==> src/rtl/param_priority_arbiter_pkg.sv <==
// -----------------------------------------------------------------------------
// param_priority_arbiter_pkg
// Shared definitions for the display-pipeline request arbiter.
//   ARB_FIXED / ARB_RR : encodings of the rr_en mode input
//   clog2()            : ceiling log2, used to size winner indices
// -----------------------------------------------------------------------------
package param_priority_arbiter_pkg;

    localparam logic ARB_FIXED = 1'b0;  // highest pending index wins
    localparam logic ARB_RR    = 1'b1;  // rotating priority behind the last winner

    // Ceiling log2 of value; returns 0 for value <= 1.
    function automatic int clog2(input int value);
        int bits;
        int rem;
        bits = 0;
        rem  = value - 1;
        while (rem > 0) begin
            bits++;
            rem = rem >> 1;
        end
        return bits;
    endfunction

endpackage

==> src/rtl/param_priority_arbiter_encoder.sv <==
// -----------------------------------------------------------------------------
// priority_encoder_n
// Combinational highest-index-wins encoder.
//   vec : request vector
//   num : index of the highest set bit (0 when vec is empty)
//   any : at least one bit of vec is set
// -----------------------------------------------------------------------------
module priority_encoder_n
    import param_priority_arbiter_pkg::*;
#(
    parameter  int N     = 8,
    localparam int IDX_W = (N > 1) ? clog2(N) : 1
) (
    input  logic [N-1:0]     vec,
    output logic [IDX_W-1:0] num,
    output logic             any
);

    // NOTE: every output gets a default before the loop so no path leaves it
    // unassigned; otherwise synthesis would infer a latch.
    always_comb begin
        num = '0;
        any = 1'b0;
        // Ascending scan: a later (higher) set bit overrides an earlier one.
        for (int i = 0; i < N; i++) begin
            if (vec[i]) begin
                num = IDX_W'(i);
                any = 1'b1;
            end
        end
    end

endmodule

==> src/rtl/param_priority_arbiter.sv <==
// -----------------------------------------------------------------------------
// param_priority_arbiter
// Registered N-channel request arbiter. Single-cycle request pulses collect in
// a pending set; one winner per load is presented on a valid/ready output.
//   clk, rst_n  : clock (rising edge), asynchronous active-low reset
//   req_i       : per-channel request pulses
//   rr_en       : ARB_FIXED = highest index wins, ARB_RR = round-robin
//   out_valid   : winner register holds an unconsumed grant
//   out_ready   : consumer takes the grant when high with out_valid
//   out_num     : index of the granted channel
//   out_onehot  : one-hot of out_num, zero while out_valid is low
//   any         : a grant is presented or requests are pending
//   lost        : one-cycle pulse, a request hit an already pending channel
// -----------------------------------------------------------------------------
module param_priority_arbiter
    import param_priority_arbiter_pkg::*;
#(
    parameter  int N     = 8,
    localparam int IDX_W = (N > 1) ? clog2(N) : 1
) (
    input  logic             clk,
    input  logic             rst_n,
    input  logic [N-1:0]     req_i,
    input  logic             rr_en,
    output logic             out_valid,
    input  logic             out_ready,
    output logic [IDX_W-1:0] out_num,
    output logic [N-1:0]     out_onehot,
    output logic             any,
    output logic             lost
);

    logic [N-1:0]     pending;
    logic [IDX_W-1:0] ptr;       // last winner; lowest round-robin priority

    logic             use_rr;
    logic [N-1:0]     rot;
    logic [N-1:0]     enc_in;
    logic [IDX_W-1:0] enc_num;
    logic             enc_any;
    logic [IDX_W:0]   rr_sum;
    logic [IDX_W-1:0] winner;
    logic [N-1:0]     win_oh;
    logic [N-1:0]     clr;
    logic             load;

    assign use_rr = (rr_en == ARB_RR);

    // rot[j] = pending[(ptr + j) mod N]: the top bit of rot is channel ptr-1,
    // so a highest-index encoder searches ptr-1, ptr-2, ... and ends at ptr.
    assign rot    = N'({pending, pending} >> ptr);
    assign enc_in = use_rr ? rot : pending;

    priority_encoder_n #(.N(N)) u_enc (
        .vec (enc_in),
        .num (enc_num),
        .any (enc_any)
    );

    // De-rotate: winner = (enc_num + ptr) mod N. Both terms are < N, so a
    // single conditional subtract suffices, also for non-power-of-two N.
    assign rr_sum = {1'b0, enc_num} + {1'b0, ptr};

    always_comb begin
        winner = enc_num;
        if (use_rr) begin
            if (rr_sum >= (IDX_W+1)'(N)) begin
                winner = IDX_W'(rr_sum - (IDX_W+1)'(N));
            end else begin
                winner = rr_sum[IDX_W-1:0];
            end
        end
    end

    always_comb begin
        win_oh = '0;
        for (int i = 0; i < N; i++) begin
            win_oh[i] = (winner == IDX_W'(i));
        end
    end

    // Output register is free when empty or being consumed this cycle, which
    // gives back-to-back grants with no bubble.
    assign load = enc_any & (~out_valid | out_ready);
    assign clr  = load ? win_oh : '0;
    assign any  = out_valid | (|pending);

    // NOTE: sequential state uses non-blocking assignments so every register
    // samples pre-edge values, independent of statement order.
    always_ff @(posedge clk or negedge rst_n) begin
        if (!rst_n) begin
            pending    <= '0;
            ptr        <= '0;
            out_valid  <= 1'b0;
            out_num    <= '0;
            out_onehot <= '0;
            lost       <= 1'b0;
        end else begin
            // A request on the winner's own channel in its load cycle re-arms
            // the bit as a fresh request instead of counting as lost.
            pending <= (pending & ~clr) | req_i;
            lost    <= |(req_i & pending & ~clr);
            if (load) begin
                out_valid  <= 1'b1;
                out_num    <= winner;
                out_onehot <= win_oh;
                ptr        <= winner;
            end else if (out_valid && out_ready) begin
                out_valid  <= 1'b0;
                out_onehot <= '0;
            end
        end
    end

endmodule

==> config.mk <==
export PLATFORM = sky130hd
export DESIGN_NAME = param_priority_arbiter
export DESIGN_NICKNAME = d
export VERILOG_FILES = /design/src/rtl/param_priority_arbiter_pkg.sv /design/src/rtl/param_priority_arbiter_encoder.sv /design/src/rtl/param_priority_arbiter.sv
export SDC_FILE = /design/constraint.sdc
export NUM_CORES = 1
export LEC_CHECK = 0
export ABC_AREA = 1
export BUFFER_PORTS_ARGS = -buffer_cell sky130_fd_sc_hd__buf_4
export CORE_MARGIN = 4
export CORE_UTILIZATION = 45
export DETAILED_ROUTE_END_ITERATION = 12
export GPL_ROUTABILITY_DRIVEN = 0
export PLACE_DENSITY = 0.66
export SLEW_MARGIN = 15
export SYNTH_ARGS = -nofsm -noshare
export SYNTH_HDL_FRONTEND = slang
export SYNTH_SLANG_ARGS = --single-unit
==> constraint.sdc <==
create_clock -name clk -period 6.85 [get_ports clk]
set_input_delay 0.3425 -clock clk [delete_from_list [all_inputs] [get_ports clk]]
set_output_delay 0.3425 -clock clk [all_outputs]
set_load 0.02 [all_outputs]
# == Word level (Yosys, flattened, before mapping) ==
# Cells that the tools add are included.
# Widths: inputs -> output; s select.
# classes
shifts,1
add_sub_neg,2
n_mux,23
eq_ne,7
bitwise_logic,9
n_reduce_logical,5
magnitude_cmp,1
# op_table
op,count
$mux 8,4
$and 8x8->8,3
$mux 3,6
$reduce_or 8->1,2
$shr 16x3->8,1
$eq 3x3->1 const B,4
$mux 1,11
$not 8->8,1
$or 8x8->8,1
$eq 3x2->1 const B,2
$add 3x3->4,1
$ge 4x4->1 const B,1
$mux 2,2
$eq 3x1->1 const B,1
$logic_not 3->1,1
$sub 3x1->3 const B,1
$or 1x1->1,2
$reduce_bool 2->1,1
$and 1x1->1,1
$logic_and 1x1->1,1
$not 1->1,1
# totals
register_bits,21
out_inout_bits,14
in_bits,12
elab_cells,53

# == Longest topological paths before layout ==
# Gate-level depths: netlist of the first run.
# logic_depth
word_depth,18
ltp_mapped,29

# == Hierarchy ==
# From an unflattened synthesis of the first run, not the netlist that was laid out.
# unflattened
cells_unflattened,227
area_unflattened_um2,1450.1
# modules_own_cells
mod,n_inst,seq_area_each_um2,area_per_inst_um2,cells_per_inst
param_priority_arbiter,1,525.5,1372.6,207
priority_encoder_n,1,0.0,77.6,20

# == Worst setup path after synthesis of the first run ==
# Ideal clock, no wire load.
# synth_timing
kind,flip-flop to flip-flop
from,reg ptr[0]
to,reg lost
path_stages_with_launch,29
n_path_buf,1
setup_slack_ps,3886
t_arrival_ps,2846
period_less_slack_ps,2964
path_cell_list,dfrtp_1 buf_6 inv_6 nand2_1 nand3_1 nand3_1 nand2_1 nand2_1 nand2_1 nand2_1 nand2_1 nand2_1 nand2_1 nand2_2 nand2_1 ha_1 fa_1 nand2_1 nand2_1 nor2_1 inv_1 nand3_1 nand2_2 nor2_4 nand4_1 nand2_1 nand2_1 nor2_1 nand2_1
# synth_via
elab_chain_len,18
word_cells_on_any_way,35
# synth_rtl
element,line,rtl
from (decl),param_priority_arbiter.sv:34,logic [IDX_W-1:0] ptr;
from (signal assigned),param_priority_arbiter.sv:107,ptr <= winner;
$shr 16x3->8,param_priority_arbiter.sv:51,"assign rot = N'({pending, pending} >> ptr);"
$mux 8,param_priority_arbiter.sv:52,assign enc_in = use_rr ? rot : pending;
$mux 1,param_priority_arbiter_encoder.sv:26,if (vec[i]) begin
$mux 2 (2 in series),param_priority_arbiter_encoder.sv:26,
$mux 3 (4 in series),param_priority_arbiter_encoder.sv:26,
$add 3x3->4,param_priority_arbiter.sv:62,"assign rr_sum = {1'b0, enc_num} + {1'b0, ptr};"
$ge 4x4->1 or $sub 3x1->3 (tied branches),"param_priority_arbiter.sv:67, param_priority_arbiter.sv:68",
$mux 3,param_priority_arbiter.sv:67,if (rr_sum >= (IDX_W+1)'(N)) begin
$mux 3,param_priority_arbiter.sv:66,if (use_rr) begin
"$eq 3x1->1, or another cell as far along",param_priority_arbiter.sv:78,win_oh[i] = (winner == IDX_W'(i));
$mux 8 (*),param_priority_arbiter.sv:85,assign clr = load ? win_oh : '0;
$not 8->8 (*),param_priority_arbiter.sv:102,lost <= |(req_i & pending & ~clr);
$and 8x8->8 (*),param_priority_arbiter.sv:102,
$reduce_or 8->1 (*),param_priority_arbiter.sv:102,
to (signal assigned),param_priority_arbiter.sv:102,
to (decl),param_priority_arbiter.sv:30,output logic lost
# Every way passes the cells marked *; elsewhere a longest branch is shown, timed or not.
# A chain may end at the register's enable or synchronous reset.

# == Worst setup path in the final report of the first run ==
# Ends and elaborated chain as after synthesis.

==> insert_results.sql, run 1 <==
INSERT INTO impl_metrics (metric_group, metric, value, unit) VALUES
('global_route', 'pin_count_of_the_biggest_net_entering_global_routing', '22', ''),
('route', 'vias_per_cell', '5.13', ''),
('clocking', 'cts_num_sinks', '21', ''),
('route', 'vias', '1484', ''),
('worst_setup_path', 'critical_path.reg2reg.startpoint', 'ptr[0]$_DFFE_PN0N_', ''),
('placement', 'place_inst', '284', ''),
('die', 'io_pins', '26', ''),
('worst_setup_path', 'crit_fanout', '12', ''),
('pwr', 'clock_power_share', '8.2', '%'),
('die', 'total_die_area', '0.00436', 'mm2'),
('clocking', 'clk_transition_reported_paths', '0.11', 'ns'),
('clocking', 'clk_path_buf_depth', '2', ''),
('sta', 'timing_hold_violations_final', '0', ''),
('clocking', 'cts_made_buffers', '3', ''),
('die', 'die_height', '66', 'um'),
('worst_setup_path', 'endpoint_kind', 'flip-flop', ''),
('route', 'antenna_violating_nets_post_route', '0', ''),
('route', 'drt_iter0_markers', '85', ''),
('global_route', 'groute.usage.overall', '17.2', '%'),
('sta', 'fmax', '297', 'MHz'),
('final_layout', 'design.final.nets', '260', ''),
('pwr', 'intPower', '0.342', 'mW'),
('run_status', 'result_of_the_run', 'finished, final reports clean', ''),
('route', 'postRouteWirelength', '3500', 'um'),
('logic_synthesis', 'synth_top_family_by_area', 'simple AND/OR/NAND/NOR gates', ''),
('die', 'initial_core_util', '48.4', '%'),
('global_route', 'first_global_vias', '1300', ''),
('sta', 'total_negative_setup_slacks', '0', 'ns'),
('sta', 'setup_viol', '0', ''),
('logic_synthesis', 'flop_and_latch_count_out_of_synthesis', '21', ''),
('pwr', 'power.share.switching', '52.2', '%'),
('logic_synthesis', 'netlist.top_cell.by_area', 'sky130_fd_sc_hd__dfrtp_1', ''),
('clocking', 'postCtsResizedCells', '0', ''),
('logic_synthesis', 'yosys.area_share.adder', '2.15', '%'),
('logic_synthesis', 'synthesis.area', '0.00151', 'mm2'),
('sta', 'timing.max_slew.rel_slack', '65.6', '%'),
('hold_path', 'whs_path_depth', '2', ''),
('global_route', 'gr-total-overflow', '0', ''),
('pwr', 'vdd.ir_drop.worst', '0.000208', 'V'),
('worst_setup_path', 'worst-r2r-setup-slack', '3.48', 'ns'),
('sta', 'finClkSkew', '0.00437', 'ns'),
('logic_synthesis', 'yosysWarningCount', '0', ''),
('final_layout', 'finish.instance_area', '0.00176', 'mm2'),
('route', 'drt_drc_violations_left', '0', ''),
('placement', 'dpl.hpwl', '2750', 'um'),
('placement', 'buffer_ports.inserted', '25', ''),
('sta', 'timing.final.crit_share', '49.2', '%'),
('pwr', 'seq_power_share', '30.6', '%'),
('worst_setup_path', 'start_kind', 'flip-flop', ''),
('worst_setup_path', 'timing.setup.critical_path_class', 'flip-flop to flip-flop', ''),
('die', 'placeableCoreArea', '0.00313', 'mm2'),
('logic_synthesis', 'yosys-mux-area-fraction', '0', '%'),
('die', 'fp-row-count', '20', ''),
('global_route', 'grt_pass1_wl', '5910', 'um'),
('pwr', 'power.share.combinational', '61.2', '%'),
('clocking', 'worst_skew_pair.late_latency', '0.30', 'ns'),
('hold_path', 'hold_start', 'req_i[4]', ''),
('logic_synthesis', 'synth_enable_flop_cells', '0', ''),
('logic_synthesis', 'synth_xor_xnor_area_share', '0', '%'),
('hold_path', 'hp-class', 'primary input to flip-flop', ''),
('final_layout', 'final_common_cell', 'sky130_fd_sc_hd__nand2_1', ''),
('final_layout', 'nFillCells', '314', ''),
('global_route', 'initial_antenna_violation_count', '0', ''),
('route', 'detail_route.first_pass.iterations', '5', ''),
('logic_synthesis', 'synth-compound-area-share', '7.27', '%'),
('logic_synthesis', 'synth_area_leaders', 'sky130_fd_sc_hd__dfrtp_1 (35%), sky130_fd_sc_hd__nand2_1 (21%), sky130_fd_sc_hd__nand3_1 (13%), sky130_fd_sc_hd__nand2_2 (5.0%), sky130_fd_sc_hd__inv_1 (4.5%)', ''),
('logic_synthesis', 'synthesis.instances', '219', ''),
('worst_setup_path', 'cp.arrival', '3.57', 'ns'),
('route', 'wl_per_cell', '12.1', 'um'),
('logic_synthesis', 'yosys.cell_types.count', '25', ''),
('final_layout', 'flow.area_growth_from_synthesis', '16.3', '%');
[routing by layer]
layer  wire, um  track usage [%]
met2       1620             27.2
met3        188             1.53
met1       1630             24.9
met5          0                0
met4         61             5.33
[how the worst max path moves through the flow]
stage	from	to	slack (ns)	cells past startpoint
final	ptr[0]$_DFFE_PN0N_	lost$_DFF_PN0_	3.48	27
after global routing	ptr[0]$_DFFE_PN0N_	lost$_DFF_PN0_	3.20	25
after CTS	ptr[0]$_DFFE_PN0N_	lost$_DFF_PN0_	3.49	27
after detailed placement	ptr[0]$_DFFE_PN0N_	lost$_DFF_PN0_	3.51	27
after global placement	ptr[0]$_DFFE_PN0N_	lost$_DFF_PN0_	3.54	25
after floorplan	ptr[0]$_DFFE_PN0N_	lost$_DFF_PN0_	3.89	28
[critical path, stage by stage (launching register included)]
cell and delay [ns]:
sky130_fd_sc_hd__dfrtp_1 0.66, sky130_fd_sc_hd__inv_6 0.10, sky130_fd_sc_hd__nand2_2 0.09, sky130_fd_sc_hd__nand3_1 0.11, sky130_fd_sc_hd__nand3_1 0.13, sky130_fd_sc_hd__nand2_1 0.05
sky130_fd_sc_hd__nand2_1 0.05, sky130_fd_sc_hd__nand2_1 0.05, sky130_fd_sc_hd__nand2_1 0.05, sky130_fd_sc_hd__nand2_1 0.04, sky130_fd_sc_hd__nand2_1 0.05, sky130_fd_sc_hd__nand2_1 0.05
sky130_fd_sc_hd__nand2_2 0.08, sky130_fd_sc_hd__nand2_1 0.06, sky130_fd_sc_hd__ha_1 0.21, sky130_fd_sc_hd__fa_1 0.38, sky130_fd_sc_hd__nand2_1 0.08, sky130_fd_sc_hd__nand2_1 0.05
sky130_fd_sc_hd__nor2_1 0.13, sky130_fd_sc_hd__inv_1 0.05, sky130_fd_sc_hd__nand3_1 0.09, sky130_fd_sc_hd__nand2_2 0.09, sky130_fd_sc_hd__nor2_4 0.12, sky130_fd_sc_hd__nand4_1 0.16
sky130_fd_sc_hd__nand2_1 0.10, sky130_fd_sc_hd__nand2_1 0.06, sky130_fd_sc_hd__nor2_1 0.11, sky130_fd_sc_hd__nand2_1 0.06
[state kept, by name (all words and copies together), names as in the netlist]
signal and count:
lost 1, out_onehot 8, out_valid 1, pending 8
ptr 3
[through the flow]
stage | util (%) | power [mW] | setup slack (ns) | hold slack (ns)
6_report | 56.3 | 0.715 | 3.48 | 0.222
5_1_grt | 56.3 | 0.785 | 3.20 | 0.223
4_1_cts | 56.3 | 0.717 | 3.49 | 0.220
3_5_place_dp | 55.1 | 0.657 | 3.51 | 0.241
3_3_place_gp | 55.1 | 0.655 | 3.54 | 0.240
2_1_floorplan | - | 0.550 | 3.89 | 0.0469
[power by group through the flow]
stage	Combinational, mW	Sequential [mW]	Clock [mW]
after global placement	0.433	0.222	0
after CTS	0.438	0.219	0.0599
after detailed placement	0.436	0.222	0
after floorplan	0.331	0.219	0
final	0.438	0.218	0.0587
after global routing	0.493	0.228	0.0647
[Yosys cell counts, types with 2 or more instances]
cell type and instances:
sky130_fd_sc_hd__nand2_1 84, sky130_fd_sc_hd__nand3_1 39, sky130_fd_sc_hd__dfrtp_1 21, sky130_fd_sc_hd__inv_1 18
sky130_fd_sc_hd__nand2_2 12, sky130_fd_sc_hd__a21o_1 8, sky130_fd_sc_hd__nor2_1 7, sky130_fd_sc_hd__inv_2 4
sky130_fd_sc_hd__o21ai_0 3, sky130_fd_sc_hd__buf_2 2, sky130_fd_sc_hd__buf_6 2, sky130_fd_sc_hd__nand3_2 2
sky130_fd_sc_hd__nand4_1 2, sky130_fd_sc_hd__nand4_2 2, sky130_fd_sc_hd__nor2_4 2, sky130_fd_sc_hd__o21ai_2 2
[timing repair]
| item | in CTS | in global routing |
|---|---|---|
| endpoints found under the hold margin | 21 | 0 |
| hold buffers | 1 | 0 |
| buffers inserted | 0 | 0 |
[kinds of logic after synthesis]
logic type | after synthesis
AO/OA/AOI/OAI | 16
adder cells (fa/ha/maj) | 2
buffers and inverters | 27
flip-flops | 21
AND/OR/NAND/NOR | 153
[layout make-up]
class                           instances  area [um2]  area share [%]
Tap cell                               44        55.1            3.13
Timing Repair Buffer                   26         198            11.2
Clock buffer                            4        26.3            1.49
Sequential cell                        21         526            29.9
Inverter                               23        91.3            5.19
Multi-Input combinational cell        171         865            49.1
Power figures use the tool's default switching activity.
==> inputs of run 2 (changes only) <==
==> constraint.sdc (replaced) <==
create_clock -name clk -period 3.26 [get_ports clk]
set_input_delay 0.163 -clock clk [delete_from_list [all_inputs] [get_ports clk]]
set_output_delay 0.163 -clock clk [all_outputs]
set_load 0.02 [all_outputs]
==> run 2 against run 1 <==
Worst setup slack worse by 3.3 ns; sequential cell count unchanged; power rose to 2.6 times the previous value; largest power group unchanged; sequential share of layout area down 4.3 points.
==> insert_results.sql, run 2 (synthesis results as in run 1) <==
INSERT INTO impl_metrics (metric_group, metric, value, unit) VALUES
('sta', 'setup_viol', '0', ''),
('worst_setup_path', 'start_kind', 'flip-flop', ''),
('worst_setup_path', 'timing.critical_path.mode_cell', 'sky130_fd_sc_hd__nand2_1', ''),
('sta', 'grt_setup_unrepaired', 'true', ''),
('worst_setup_path', 'cpMaxStageDelayCell', 'sky130_fd_sc_hd__dfrtp_2', ''),
('global_route', 'first_global_vias', '1427', ''),
('global_route', 'groute.usage.overall', '19.5', '%'),
('route', 'wl_per_cell', '13.5', 'um'),
('worst_setup_path', 'crit_fanout', '5', ''),
('hold_path', 'hp-class', 'primary input to flip-flop', ''),
('worst_setup_path', 'timing.setup.critical_path_class', 'flip-flop to flip-flop', ''),
('placement', 'place_inst', '294', ''),
('route', 'antenna_violating_nets_post_route', '0', ''),
('route', 'drt_drc_violations_left', '0', ''),
('clocking', 'worst_skew_pair.late_latency', '0.31', 'ns'),
('final_layout', 'final_common_cell', 'sky130_fd_sc_hd__nand2_1', ''),
('worst_setup_path', 'critical_path_required_time', '3.48', 'ns'),
('route', 'vias_per_cell', '5.03', ''),
('flow_run', 'max_cap_check_violation_count', '0', ''),
('global_route', 'initial_antenna_violation_count', '0', ''),
('clocking', 'clock_tree_from_tritoncts', 'yes', ''),
('worst_setup_path', 'cp.arrival', '3.31', 'ns'),
('final_layout', 'top_regs', 'out_onehot: 8 flops, pending: 8 flops, ptr: 3 flops', ''),
('clocking', 'cts_num_sinks', '21', ''),
('global_route', 'grt_pass1_wl', '6580', 'um'),
('clocking', 'clk_transition_reported_paths', '0.12', 'ns'),
('pwr', 'vdd.ir_drop.worst', '0.000496', 'V'),
('die', 'total_die_area', '0.00436', 'mm2'),
('final_layout', 'flow.area_growth_from_synthesis', '36.3', '%'),
('die', 'io_pins', '26', ''),
('worst_setup_path', 'critical-path-max-stage-delay', '0.48', 'ns'),
('clocking', 'cts-htree-levels', '1', ''),
('final_layout', 'layoutNonFillerInstCount', '303', ''),
('final_layout', 'multi_input_comb_area', '0.00104', 'mm2'),
('sta', 'timing.max_slew.rel_slack', '69.5', '%'),
('sta', 'worst_slew_pin_slew', '0.454', 'ns'),
('final_layout', 'sequential_cell_area', '528', 'um2'),
('die', 'placeableCoreArea', '0.00313', 'mm2'),
('placement', 'dpl.hpwl', '3040', 'um'),
('final_layout', 'design.final.nets', '274', ''),
('global_route', 'gr-total-overflow', '0', ''),
('sta', 'finClkSkew', '0.000798', 'ns'),
('run_status', 'result_of_the_run', 'finished, final reports clean', ''),
('sta', 'fmax', '324', 'MHz'),
('pwr', 'total_leakage_power', '1.06', 'nW'),
('global_route', 'pin_count_of_the_biggest_net_entering_global_routing', '22', ''),
('pwr', 'cellPowerDensity', '904', 'mW/mm2'),
('route', 'detail_route.first_pass.iterations', '4', ''),
('sta', 'timing.final.crit_period', '3.09', 'ns'),
('pwr', 'fin_total_pwr', '1.86', 'mW'),
('placement', 'buffer_ports.inserted', '25', ''),
('clocking', 'clk_path_buf_depth', '2', ''),
('worst_setup_path', 'crit_path_cell_trace', 'buf_6, nand2_4, nand3_2, nand3_2, nand3_2, nand2_2, nand2_1, nand2_1, nand2_1, nand2_1, nand2_2, nand2_1, ha_2, fa_2, nand2_1, nand2_1, nor2_2, inv_1, nand3_2, nand2_2, nor2_4, nand4_1, buf_4, a21o_1', ''),
('worst_setup_path', 'endpoint_kind', 'flip-flop', ''),
('clocking', 'cts_made_buffers', '3', ''),
('route', 'postRouteWirelength', '4090', 'um'),
('die', 'die_height', '66', 'um'),
('sta', 'timing.final.crit_share', '94.7', '%'),
('die', 'die-width', '66', 'um'),
('sta', 'finalMaxSlewViolations', '0', ''),
('final_layout', 'nFillCells', '288', ''),
('final_layout', 'drive_above_1_share', '38.6', '%'),
('die', 'initial_core_util', '48.4', '%'),
('route', 'drt_iter0_markers', '49', ''),
('final_layout', 'antenna_cells', '0', ''),
('die', 'fp-row-count', '20', ''),
('clocking', 'clk_root_buffer_cell', 'sky130_fd_sc_hd__clkbuf_4', ''),
('route', 'vias', '1524', ''),
('final_layout', 'highest_count_cells_in_the_layout_ignoring_fill_and_taps', 'sky130_fd_sc_hd__nand2_1 (77), sky130_fd_sc_hd__buf_4 (37), sky130_fd_sc_hd__nand3_1 (24), sky130_fd_sc_hd__dfrtp_1 (19), sky130_fd_sc_hd__inv_1 (18)', ''),
('sta', 'timing_hold_violations_final', '0', '');
-- run 2: through the flow --
stage	hold WS (ns)	setup WS, ns	TNS (ns)	cell area (um2)	util [%]
2_1_floorplan	-0.133	0.296	0	1510	-
3_3_place_gp	0.0630	0.113	0	1800	57.5
3_5_place_dp	0.0661	0.0858	0	1800	57.5
4_1_cts	0.0226	0.0610	0	1840	58.7
5_1_grt	0.0138	-0.0713	-0.195	2060	66.0
6_report	0.0259	0.174	0	2060	66.0
-- run 2: critical path: cells and delay by family (launching register included) --
kind / cells / cell delay (ns)
adders and majority gates: 2 / 0.60
AOI/OAI and AO/OA: 1 / 0.14
buffers and inverters: 3 / 0.41
and+or+nand+nor: 18 / 1.37
DFF: 1 / 0.48
-- run 2: timing repair --
action / in CTS / in global routing
resized for setup: 0 / 48
setup buffers: 0 / 4
hold buffers: 1 / 0
setup endpoints to repair: 0 / 17
endpoints found under the hold margin: 21 / 0
-- run 2: where the power goes --
| group | internal, mW | switching, mW |
|---|---|---|
| clock network | 0.0459 | 0.0850 |
| registers | 0.334 | 0.0990 |
| logic | 0.514 | 0.787 |
-- run 2: per-layer routing --
metal,part of all wire (%),track usage (%),wire length [um],vias up
met5,0,0,0,-
met4,1.7,6.09,70,0
met3,2.2,1.19,91,7
met2,50,33.3,2030,21
met1,46,26.4,1900,710
li1,-,-,-,786
-- run 2: worst paths after layout --
check / from / endpoint / slack (ns) / cells after the start
worst min-delay path: req_i[2] / pending[2]$_DFF_PN0_ / 0.03 / 2
worst min register to register: out_onehot[5]$_DFFE_PN0P_ / out_onehot[5]$_DFFE_PN0P_ / 0.50 / 2
min in group asynchronous: rst_n / out_onehot[7]$_DFFE_PN0P_ / 0.27 / 2
worst max-delay path: ptr[0]$_DFFE_PN0N_ / pending[5]$_DFF_PN0_ / 0.17 / 24
max in group asynchronous: rst_n / ptr[1]$_DFFE_PN0N_ / 2.76 / 2
worst max register to register: ptr[0]$_DFFE_PN0N_ / pending[5]$_DFF_PN0_ / 0.17 / 24
-- run 2: final cells by class --
| type | instances | area share (%) |
|---|---|---|
| clock buffers | 3 | 1.09 |
| clock inverters | 1 | 0.243 |
| inverters | 23 | 4.79 |
| multi-input cells | 171 | 50.6 |
| flip-flops and latches | 21 | 25.6 |
| well taps | 44 | 2.67 |
| repair buffers | 40 | 15.0 |
==> inputs of run 3 (changes only) <==
--- a/config.mk
+++ b/config.mk
@@ -8,10 +8,11 @@
 export ABC_AREA = 1
 export BUFFER_PORTS_ARGS = -buffer_cell sky130_fd_sc_hd__buf_4
 export CORE_MARGIN = 4
-export CORE_UTILIZATION = 45
+export CORE_UTILIZATION = 51
 export DETAILED_ROUTE_END_ITERATION = 12
 export GPL_ROUTABILITY_DRIVEN = 0
-export PLACE_DENSITY = 0.66
+export PLACE_DENSITY = 0.74
+export RECOVER_POWER = 25
 export SLEW_MARGIN = 15
 export SYNTH_ARGS = -nofsm -noshare
 export SYNTH_HDL_FRONTEND = slang
==> run 3 against run 2 <==
Core utilization grew 1.2 points; clock power is 4% lower; die area fell by 10%; sequential share of layout area increased by 2.4 points; via count rose by 1.2%; final cell count decreased by 4.6%; sequential cell count did not move; register-to-register slack improved by 0.06 ns; critical path depth grew 1; global-route usage grew 0.40 points; wire length down 8.5%.
==> insert_results.sql, run 3 (synthesis results as in run 1) <==
INSERT INTO impl_metrics (metric_group, metric, value, unit) VALUES
('run_status', 'result_of_the_run', 'finished, final reports clean', ''),
('global_route', 'groute.usage.overall', '19.9', '%'),
('sta', 'total_negative_setup_slacks', '0', 'ns'),
('clocking', 'clk_root_buffer_cell', 'sky130_fd_sc_hd__clkbuf_4', ''),
('sta', 'setup_viol', '0', ''),
('final_layout', 'nFillCells', '246', ''),
('clocking', 'cts_made_buffers', '3', ''),
('route', 'postRouteWirelength', '3740', 'um'),
('worst_setup_path', 'worst-r2r-setup-slack', '0.23', 'ns'),
('worst_setup_path', 'cp.arrival', '3.24', 'ns'),
('sta', 'timing_hold_violations_final', '0', ''),
('sta', 'worst_slew_pin_slew', '1.14', 'ns'),
('clocking', 'cts_num_sinks', '21', ''),
('pwr', 'fin_total_pwr', '1.66', 'mW'),
('sta', 'timing.final.crit_share', '92.9', '%'),
('global_route', 'pin_count_of_the_biggest_net_entering_global_routing', '22', ''),
('worst_setup_path', 'timing.critical_path.mode_cell', 'sky130_fd_sc_hd__nand2_1', ''),
('sta', 'grt_setup_unrepaired', 'false', ''),
('pwr', 'total_leakage_power', '1.03', 'nW'),
('worst_setup_path', 'timing.setup.critical_path_class', 'flip-flop to flip-flop', ''),
('die', 'io_pins', '26', ''),
('sta', 'final.setup.worst_slack', '0.232', 'ns'),
('pwr', 'intPower', '0.822', 'mW'),
('pwr', 'power.share.switching', '50.5', '%'),
('die', 'total_die_area', '0.00390', 'mm2'),
('die', 'fp-row-count', '19', ''),
('global_route', 'first_global_vias', '1412', ''),
('global_route', 'initial_antenna_violation_count', '0', ''),
('worst_setup_path', 'reg2reg_to', 'pending[7]$_DFF_PN0_', ''),
('final_layout', 'multi_input_comb_area', '893', 'um2'),
('final_layout', 'top_regs', 'out_onehot: 8 flops, pending: 8 flops, ptr: 3 flops', ''),
('final_layout', 'antenna_cells', '0', ''),
('hold_path', 'min_to', 'pending[4]$_DFF_PN0_', ''),
('pwr', 'seq_power_share', '25.1', '%'),
('global_route', 'gr-total-overflow', '0', ''),
('sta', 'timing.max_slew.rel_slack', '23.8', '%'),
('final_layout', 'drive_above_1_share', '29.1', '%'),
('worst_setup_path', 'start_kind', 'flip-flop', ''),
('route', 'wl_per_cell', '12.9', 'um'),
('worst_setup_path', 'crit_fanout', '8', ''),
('worst_setup_path', 'critical_path_required_time', '3.47', 'ns'),
('route', 'detail_route.first_pass.iterations', '4', ''),
('worst_setup_path', 'cpMaxStageDelayCell', 'sky130_fd_sc_hd__dfrtp_2', ''),
('pwr', 'cellPowerDensity', '881', 'mW/mm2'),
('worst_setup_path', 'number_of_cells_traversed_by_the_worst_register_to_register_path', '25', ''),
('die', 'die-width', '62.5', 'um'),
('placement', 'buffer_ports.inserted', '25', ''),
('worst_setup_path', 'critical_path.reg2reg.startpoint', 'ptr[0]$_DFFE_PN0N_', ''),
('sta', 'timing.final.crit_period', '3.03', 'ns'),
('route', 'antenna_violating_nets_post_route', '0', ''),
('route', 'vias_per_cell', '5.34', ''),
('final_layout', 'final_common_cell', 'sky130_fd_sc_hd__nand2_1', ''),
('final_layout', 'design.final.nets', '273', ''),
('pwr', 'power.share.combinational', '67.4', '%'),
('clocking', 'cts-htree-levels', '1', ''),
('pwr', 'clock_power_share', '7.6', '%'),
('worst_setup_path', 'endpoint_kind', 'flip-flop', ''),
('placement', 'pre_cts_slack', '0.0484', 'ns'),
('final_layout', 'flow.area_growth_from_synthesis', '24.5', '%'),
('final_layout', 'highest_count_cells_in_the_layout_ignoring_fill_and_taps', 'sky130_fd_sc_hd__nand2_1 (83), sky130_fd_sc_hd__nand3_1 (37), sky130_fd_sc_hd__buf_4 (35), sky130_fd_sc_hd__dfrtp_1 (20), sky130_fd_sc_hd__inv_1 (18)', ''),
('die', 'initial_core_util', '54.0', '%'),
('clocking', 'clock_tree_from_tritoncts', 'yes', ''),
('hold_path', 'hold_start', 'req_i[4]', ''),
('clocking', 'clk_transition_reported_paths', '0.12', 'ns'),
('route', 'vias', '1542', ''),
('pwr', 'power.net_switching', '0.838', 'mW'),
('clocking', 'worst_skew_pair.late_latency', '0.31', 'ns'),
('sta', 'finClkSkew', '0.00639', 'ns'),
('placement', 'dpl.hpwl', '2810', 'um'),
('worst_setup_path', 'startpoint', 'ptr[0]$_DFFE_PN0N_', ''),
('route', 'drt_drc_violations_left', '0', ''),
('clocking', 'clk_path_buf_depth', '2', ''),
('die', 'die_height', '62.5', 'um'),
('hold_path', 'whs_path_depth', '2', ''),
('flow_run', 'max_cap_check_violation_count', '0', ''),
('hold_path', 'hp-class', 'primary input to flip-flop', ''),
('pwr', 'vdd.ir_drop.worst', '0.000443', 'V'),
('die', 'placeableCoreArea', '0.00281', 'mm2'),
('worst_setup_path', 'critical-path-max-stage-delay', '0.44', 'ns'),
('final_layout', 'sequential_cell_area', '527', 'um2'),
('route', 'drt_iter0_markers', '138', ''),
('global_route', 'grt_pass1_wl', '6300', 'um'),
('sta', 'fmax', '330', 'MHz'),
('sta', 'finalMaxSlewViolations', '0', '');
## run 3: cell types whose count changed in the layout (fill, tap and decap cells not counted), sizes merged
cell	delta
buf	-3
clkinv	-1
inv	+1
clkbuf	+2
## run 3: worst max path at each step
stage | cells after the start | to
global placement | 27 | lost$_DFF_PN0_
detailed placement | 27 | lost$_DFF_PN0_
floorplan | 28 | lost$_DFF_PN0_
global route | 27 | lost$_DFF_PN0_
CTS | 27 | lost$_DFF_PN0_
finish | 25 | pending[7]$_DFF_PN0_
## run 3: critical path, delay by kind of cell (launching register included)
family                   cells  cell delay [ns]
buffers and inverters        4             0.43
flip-flops                   1             0.44
AND/OR/NAND/NOR             18             1.39
adder cells (fa/ha/maj)      2             0.51
AO/OA/AOI/OAI                1             0.14
## run 3: cell type report
type                       count  area share, %
multi-input combinational    171           47.4
sequential                    21           28.0
timing repair buffer          39           16.0
clock inverter                 1          0.266
inverter                      23           5.11
tap                           31           2.06
clock buffer                   3           1.20
## run 3: stage by stage
step	hold WS [ns]	utilization (%)	area, um2	std cells
3_3_place_gp	0.0585	63.3	1780	280
3_5_place_dp	0.0628	63.3	1780	280
5_1_grt	0.0174	67.2	1880	289
6_report	0.0223	67.2	1880	289
2_1_floorplan	-0.133	-	1510	219
4_1_cts	0.0180	64.6	1810	285
## run 3: power groups by stage
stage / Clock [mW] / Combinational [mW] / Sequential [mW]
floorplan: 0 / 0.696 / 0.460
finish: 0.126 / 1.12 / 0.416
detailed placement: 0 / 1.01 / 0.432
global route: 0.142 / 1.25 / 0.427
global placement: 0 / 1.00 / 0.430
CTS: 0.133 / 1.01 / 0.427
## run 3: repair_timing
item                       CTS  global route
gates resized for setup      0            10
setup buffers                0             4
hold buffers                 1             0
hold endpoints to repair    21             0
setup endpoints to repair    0            14
## run 3: layer usage
metal	vias up	track usage, %	wire length [um]
met5	-	0	0
met4	0	8.82	69
met3	6	1.62	222
met2	51	33.3	1840
met1	701	26.2	1600
li1	784	-	-
